[src/rtl/ctl_trigger.sv]
// Light-gun trigger conditioner: synchronises and debounces the raw trigger, then
// fires one fixed-width shot strobe per pull with a cooldown and a dry-fire click.
module ctl_trigger #(
  parameter int DEBOUNCE_CYCLES   = 650_000,
  parameter int SHOT_PULSE_CYCLES = 4,
  parameter int COOLDOWN_CYCLES   = 16_250_000
) (
  input  logic       clk,
  input  logic       rst,
  input  logic       reset_score,
  input  logic       trigger_in,
  input  logic       no_ammo,
  output logic       trigger_db,
  output logic       shot_fired,
  output logic       dry_fire,
  output logic       ready,
  output logic [7:0] shot_ctr
);

  localparam int DB_W    = $clog2(DEBOUNCE_CYCLES + 1);
  localparam int PULSE_W = $clog2(SHOT_PULSE_CYCLES + 1);
  localparam int CD_W    = $clog2(COOLDOWN_CYCLES + 1);

  localparam logic [DB_W-1:0]    DB_LAST    = DB_W'(DEBOUNCE_CYCLES - 1);
  localparam logic [PULSE_W-1:0] PULSE_LAST = PULSE_W'(SHOT_PULSE_CYCLES - 1);
  localparam logic [CD_W-1:0]    CD_LAST    = CD_W'(COOLDOWN_CYCLES - 1);

  typedef enum logic [1:0] {
    IDLE,
    FIRE,
    COOLDOWN,
    WAIT_RELEASE
  } state_t;

  state_t               state, state_nx;
  logic                 sync_p0, trig_s;
  logic [DB_W-1:0]      db_cnt;
  logic [PULSE_W-1:0]   pulse_cnt, pulse_nx;
  logic [CD_W-1:0]      cd_cnt, cd_nx;
  logic                 shot_nx, dry_nx;
  logic [7:0]           ctr_nx;

  function automatic logic [7:0] sat_inc(input logic [7:0] v);
    return (v == 8'hFF) ? v : v + 8'd1;
  endfunction

  // Stage p0/p1: two-flop synchroniser, then debounce against the current level
  always_ff @(posedge clk or posedge rst) begin
    if (rst) begin
      sync_p0    <= 1'b0;
      trig_s     <= 1'b0;
      trigger_db <= 1'b0;
      db_cnt     <= '0;
    end else if (reset_score) begin
      sync_p0    <= 1'b0;
      trig_s     <= 1'b0;
      trigger_db <= 1'b0;
      db_cnt     <= '0;
    end else begin
      sync_p0 <= trigger_in;
      trig_s  <= sync_p0;
      if (trig_s == trigger_db) begin
        db_cnt <= '0;
      end else if (db_cnt == DB_LAST) begin
        trigger_db <= trig_s;
        db_cnt     <= '0;
      end else begin
        db_cnt <= db_cnt + 1'b1;
      end
    end
  end

  // Shot FSM: next state and next registered outputs
  always_comb begin
    state_nx = state;
    shot_nx  = shot_fired;
    dry_nx   = 1'b0;
    ctr_nx   = shot_ctr;
    pulse_nx = pulse_cnt;
    cd_nx    = cd_cnt;
    case (state)
      IDLE: begin
        if (trigger_db) begin
          if (!no_ammo) begin
            state_nx = FIRE;
            shot_nx  = 1'b1;
            pulse_nx = '0;
            ctr_nx   = sat_inc(shot_ctr);
          end else begin
            state_nx = WAIT_RELEASE;
            dry_nx   = 1'b1;
          end
        end
      end
      FIRE: begin
        if (pulse_cnt == PULSE_LAST) begin
          state_nx = COOLDOWN;
          shot_nx  = 1'b0;
          cd_nx    = '0;
        end else begin
          pulse_nx = pulse_cnt + 1'b1;
        end
      end
      COOLDOWN: begin
        // A trigger still held at expiry must be released before the next shot
        if (cd_cnt == CD_LAST) begin
          state_nx = trigger_db ? WAIT_RELEASE : IDLE;
        end else begin
          cd_nx = cd_cnt + 1'b1;
        end
      end
      WAIT_RELEASE: begin
        if (!trigger_db) state_nx = IDLE;
      end
      default: state_nx = IDLE;
    endcase
  end

  // Stage p2: FSM state and registered outputs
  always_ff @(posedge clk or posedge rst) begin
    if (rst) begin
      state      <= IDLE;
      shot_fired <= 1'b0;
      dry_fire   <= 1'b0;
      shot_ctr   <= 8'd0;
      pulse_cnt  <= '0;
      cd_cnt     <= '0;
    end else if (reset_score) begin
      state      <= IDLE;
      shot_fired <= 1'b0;
      dry_fire   <= 1'b0;
      shot_ctr   <= 8'd0;
      pulse_cnt  <= '0;
      cd_cnt     <= '0;
    end else begin
      state      <= state_nx;
      shot_fired <= shot_nx;
      dry_fire   <= dry_nx;
      shot_ctr   <= ctr_nx;
      pulse_cnt  <= pulse_nx;
      cd_cnt     <= cd_nx;
    end
  end

  assign ready = (state == IDLE);

endmodule

[config.mk]
export PLATFORM = sky130hd
export DESIGN_NAME = ctl_trigger
export DESIGN_NICKNAME = d
export VERILOG_FILES = /design/src/rtl/ctl_trigger.sv
export SDC_FILE = /design/constraint.sdc
export NUM_CORES = 1
export LEC_CHECK = 0
export CORE_MARGIN = 2
export CORE_UTILIZATION = 50
export DETAILED_ROUTE_END_ITERATION = 7
export PLACE_DENSITY = 0.68
export SETUP_SLACK_MARGIN = 0.2
export SLEW_MARGIN = 20
export SYNTH_ARGS = -nofsm -noshare
export SYNTH_HDL_FRONTEND = slang
export SYNTH_SLANG_ARGS = --single-unit
[constraint.sdc]
create_clock -name clk -period 2.9 [get_ports clk]
set_input_delay 0.87 -clock clk [delete_from_list [all_inputs] [get_ports clk]]
set_output_delay 0.87 -clock clk [all_outputs]
set_load 0.005 [all_outputs]
# --- Word-level counts from Yosys, hierarchy flattened ---
# Index checks and enable logic that the tools add are counted.
word_totals:
  word_cells: 83
  ff_bits: 62
  input_bits: 5
  output_inout_bits: 12
op_classes:
  n_addsub: 4
  n_reduce_logical: 12
  n_eq_ne: 18
  mux: 39
ops:
  columns: ["cell", "count"]
  rows:
  - ["two-way mux 24 bit", 3]
  - ["two-way mux 20 bit", 3]
  - ["one-hot mux 24 bit (2 select lines)", 1]
  - ["two-way mux 8 bit", 5]
  - ["adder 24 x 1 -> 24 bit (second input constant)", 1]
  - ["== test 24 bit (second input constant)", 1]
  - ["!= test 3 bit (second input constant)", 7]
  - ["adder 20 x 1 -> 20 bit (second input constant)", 1]
  - ["== test 20 bit (second input constant)", 1]
  - ["AND reduction 4 bit", 4]
  - ["two-way mux 2 bit", 7]
  - ["two-way mux 1 bit", 13]
  - ["two-way mux 3 bit", 4]
  - ["adder 8 x 1 -> 8 bit (second input constant)", 1]
  - ["== test 8 bit (second input constant)", 1]
  - ["one-hot mux 2 bit (4 select lines)", 1]
  - ["!= test 2 bit (second input constant)", 3]
  - ["one-hot mux 3 bit (2 select lines)", 1]
  - ["nonzero test 2 bit", 3]
  - ["nonzero test 3 bit", 2]
  - ["== test 2 bit (second input constant)", 2]
  - ["adder 3 x 1 -> 3 bit (second input constant)", 1]
  - ["== test 3 x 2 -> 1 bit (second input constant)", 1]
  - ["AND reduction 3 bit", 1]
  - ["5 further kinds", 5]

# --- Depth between registers and ports, before layout ---
logic_depth:
  depth_word: 6
  depth_mapped: 7
  depth_no_buf: 6

# --- Worst setup path after synthesis ---
# OpenSTA, ideal clock, no wires.
synth_path:
  kind: "register -> register"
  from: "register cd_cnt[0]"
  to: "register cd_cnt[20]"
  setup_time_ns: 0.124
  path_stages_with_launch: 7
  required_ns: 2.776
  path_buffers: 0
  t_arrival_ns: 2.040
  path_slack_ns: 0.736
  period_less_slack_ns: 2.164
  cell_sequence: "dfrtp_1 > ha_1 > nand4_1 > or4_4 > or3_1 > and3_1 > a211o_1"
synth_between:
  elab_chain_len: 4
  word_cells_on_any_way: 7
  cone_classes: "1 x add/sub; 2 x eq/ne; 3 x mux; 1 x reduce/logical"
synth_rtl:
  columns: ["item", "line_no", "text"]
  rows:
  - ["start: declaration", "39", "logic [CD_W-1:0] cd_cnt, cd_nx;"]
  - ["start signal: assignment", "141", "cd_cnt <= cd_nx;"]
  - ["adder 24 x 1 -> 24 bit", "109", "cd_nx = cd_cnt + 1'b1;"]
  - ["two-way mux 24 bit", "106", "if (cd_cnt == CD_LAST) begin"]
  - ["one-hot mux 24 bit (2 select lines)", "81", "case (state)"]
  - ["two-way mux 24 bit", "128", "end else if (reset_score) begin"]
# Parallel ways exist; a longest one is shown, timed or not. The select of a mux whose other input is x is not followed.
# A chain may end at the register's enable or synchronous reset.

# --- Worst setup path after layout ---
layout_path:
  from: "register state[0]"
  to: "output ready"
layout_between:
  elab_chain_len: 1
layout_rtl:
  columns: ["item", "line_no", "text"]
  rows:
  - ["start: declaration", "35", "state_t state, state_nx;"]
  - ["start signal: assignment", "136", "state <= state_nx;"]
  - ["logical NOT 2 bit", "145", "assign ready = (state == IDLE);"]
  - ["end: declaration", "16", "output logic ready,"]
# Every way passes these cells.

==> impl_summary.txt <==
----------------------------------------------------
[Place]
  RePlAce Congestion ... 0.829
  Number of cells in the design after placement ... 439
  DPL Wire Length ... 4.58 mm
  Number of buffer cells added on primary ports ... 16

[Synth]
  Top-area cell type share of the netlist area ... 0.477
  Net Count, Synth ... 358
  Number of flops mapped to enable cells by yosys ... 0
  YS warnings ... 0
  Seq cells post-synth ... 62
  Synth top area cells ... sky130_fd_sc_hd__dfrtp_1 48%, sky130_fd_sc_hd__xnor2_1 4.3%, sky130_fd_sc_hd__nor2_1 4.3%
  Avg Inst Size Synth ... 9.36 sq um
  Cell count after synthesis ... 348
  Top cells by count, synth ... 62 x sky130_fd_sc_hd__dfrtp_1, 37 x sky130_fd_sc_hd__nor2_1, 36 x sky130_fd_sc_hd__nand2_1, 18 x sky130_fd_sc_hd__a21oi_1, 17 x sky130_fd_sc_hd__o21ai_0
  Share of synthesized registers carrying an async set or reset ... 1.00
  Post-synthesis sequential area ratio ... 0.477
  Most used DFF post-synth ... sky130_fd_sc_hd__dfrtp_1
  Post-synthesis instance area ... 3260 sq um
  Most frequent cell after synthesis ... sky130_fd_sc_hd__dfrtp_1
  Cell type with the highest aggregate area in the netlist ... sky130_fd_sc_hd__dfrtp_1
  Number of library cell types mapped by synthesis ... 51

[Route]
  Via Count ... 2650
  # DRC ... 0
  Count of antenna-violating nets left after detailed routing ... 0
  Average wire length per cell after detail routing ... 15.2 um
  First drt pass iteration count ... 4
  Number of DRC violations after detailed-routing iteration 0 ... 125
  Wire length reported by the detailed router ... 6.88 mm
  Detailed-route vias per instance ... 5.84

[Finish]
  Layout area overhead ... 13.4%
  Finished Core Util ... 0.585
  Number of inserted diodes ... 0
  Fraction of final layout cells with drive strength greater than 1 ... 0.101
  Post-layout nets ... 383
  Final std cells w/o fill ... 454

[Worst setup path]
  Worst path max stage delay ... 0.52 ns
  Critical-path cell with the highest stage delay ... sky130_fd_sc_hd__dfrtp_1
  Data arrival time at the worst-slack endpoint ... 1.51 ns
  Crit-path max FO ... 14
  Sort of element at the end of the critical path ... primary output
  Setup slack of the worst register-to-register path ... 0.54 ns
  Top delay family on crit path ... flip-flops
  Class of the most critical setup path ... flop to primary output
  Worst Path Required ... 2.03 ns
  Startpoint class of the critical path ... flop
  Crit-path cells ... nor2_1 > clkdlybuf4s50_1
  Bufs and invs on worst path ... 1

[Power and ir drop]
  Power density over cell area ... 431 nW/um^2
  VDD IR max ... 0.303 mV
  Leakage dissipation ... 1.52 nW
  Final Total Pwr ... 0.00159 W

[Global routing]
  First-pass GRT wire length ... 11.7 mm
  Largest net degree at the start of global routing ... 63
  Number of global-route vias before repair ... 2526
  Initial antenna violation count ... 0
  Total routing usage reported by global routing ... 0.204
  Total global routing overflow ... 0

[Timing]
  Final clock skew ... 0.00731 ns
  Post-route minimum period ... 2.38 ns
  Sum of negative setup slack ... 0 ns
  Normalized max-slew margin ... 0.626
  Worst-Margin Slew ... 0.555 ns
  Final setup vio count ... 0
  Post-route clock period utilization ... 0.822
  Timing-limited maximum frequency ... 420 MHz
  Unrepaired setup endpoints after global routing ... false
  WHS ... 0.480 ns
  Count of pins over their slew limit ... 0
  Number of hold-slack violations in the final timing report ... 0

[CTS]
  Clock net sink count ... 62
  Worst skew pair latency ... 0.34 ns
  Clock Root Buffer ... sky130_fd_sc_hd__clkbuf_8
  H-tree levels ... 3
  Cts hold-fix bufs ... 0
  Longest Clk Path Bufs ... 2
  Post-cts gate resize count ... 0
  Setup Fix Bufs, Post-CTS ... 0
  Total clock buffers created by CTS ... 9
  Clock input transition at the sequential cells of the worst setup and hold paths ... 0.07 ns
  Clock tree from TritonCTS ... yes

[Run status]
  Outcome ... completed

[Die]
  Effective utilization at floorplan ... 0.516
  I/O pin total ... 17
  Row count ... 29
  Overall die area ... 7170 sq um
  Area of the core ... 6310 sq um
  Die extent in x ... 84.7 um
  Overall die height ... 84.7 um

[Run]
  Reported max-cap violation count ... 0

[Worst hold path]
  Hold WC Path Type ... flop to flop

----------------------------------------------------
-- worst reg2reg max path, delay by kind of cell (launching register included) --
family	cells	cell delay, ns
flops	1	0.41
simple gates	4	1.34
compound gates	1	0.25
fa+ha+maj	1	0.25
-- layer usage --
layer | vias up | part of all wire | global-route usage
li1 | 1313 | - | -
met1 | 1269 | 0.47 | 0.269
met2 | 58 | 0.47 | 0.317
met3 | 10 | 0.043 | 0.0511
met4 | 0 | 0.020 | 0.0924
met5 | - | 0 | 0
-- cell families (layout without fill, tap and decap cells) --
logic type,Yosys count,after routing,synth area share
flip-flops,62,62,0.477
multiplexers,4,4,0.0131
AO/OA/AOI/OAI,72,72,0.141
XOR/XNOR,24,24,0.0646
adder cells (fa/ha/maj),5,5,0.0192
AND/OR/NAND/NOR,158,158,0.254
buffers and inverters,23,52,0.0319
-- cell usage in the layout (no fill, tap or decap), drive strengths merged, types with 3 or more instances in the layout --
cell type,synthesis,layout
and2,4,4
and3,11,11
nand2,37,37
a21oi,18,18
or3,5,5
clkdlybuf4s50,0,16
nor2b,3,3
nor2,37,37
nand4,12,12
inv,11,11
xor2,8,8
buf,3,10
nor4,9,9
a31oi,14,14
ha,5,5
clkinv,0,4
nand3,14,14
clkbuf,9,10
nor3,10,10
a211o,4,4
nor4b,4,4
o21ai,17,17
xnor2,16,16
dfrtp,62,62
and4,5,5
o21a,4,4
a22o,3,3
-- metrics by stage --
step,instance area (sq um),setup WS (ns)
final,3690,0.518
after global placement,3540,0.294
after global routing,3690,0.343
after detailed placement,3540,0.228
after CTS,3690,0.517
after floorplan,3260,0.489
-- where the power goes --
group	leakage (nW)	internal (W)	switching (W)
combinational	0.580	0.0000317	0.0000436
sequential	0.862	0.000872	0.00000760
clock	0.0817	0.000299	0.000339
total	1.52	0.00120	0.000391
-- layout make-up --
cell class | count | area (sq um)
multi-input combinational | 263 | 1600
fill | 568 | 2620
tap | 77 | 96.3
timing repair buffer | 26 | 248
sequential | 62 | 1550
inverter | 11 | 41.3
clock inverter | 5 | 27.5
clock buffer | 10 | 128
-- path summary, 6_finish.rpt --
path,cells past startpoint,to,start
setup reg to reg,6,cd_cnt[20],cd_cnt[0]
hold reg to reg,1,db_cnt[0],db_cnt[0]
min in group asynchronous,3,db_cnt[15],rst
setup / recovery,2,ready,state[0]
max in group asynchronous,3,cd_cnt[21],rst
hold / removal,1,db_cnt[0],db_cnt[0]
-- state kept, by name, indices dropped and copies added (netlist names), 2 cells and up --
name	cells
db_cnt	20
state	2
pulse_cnt	3
shot_ctr	8
cd_cnt	24
Note: power is estimated with default switching activity, not from simulation.
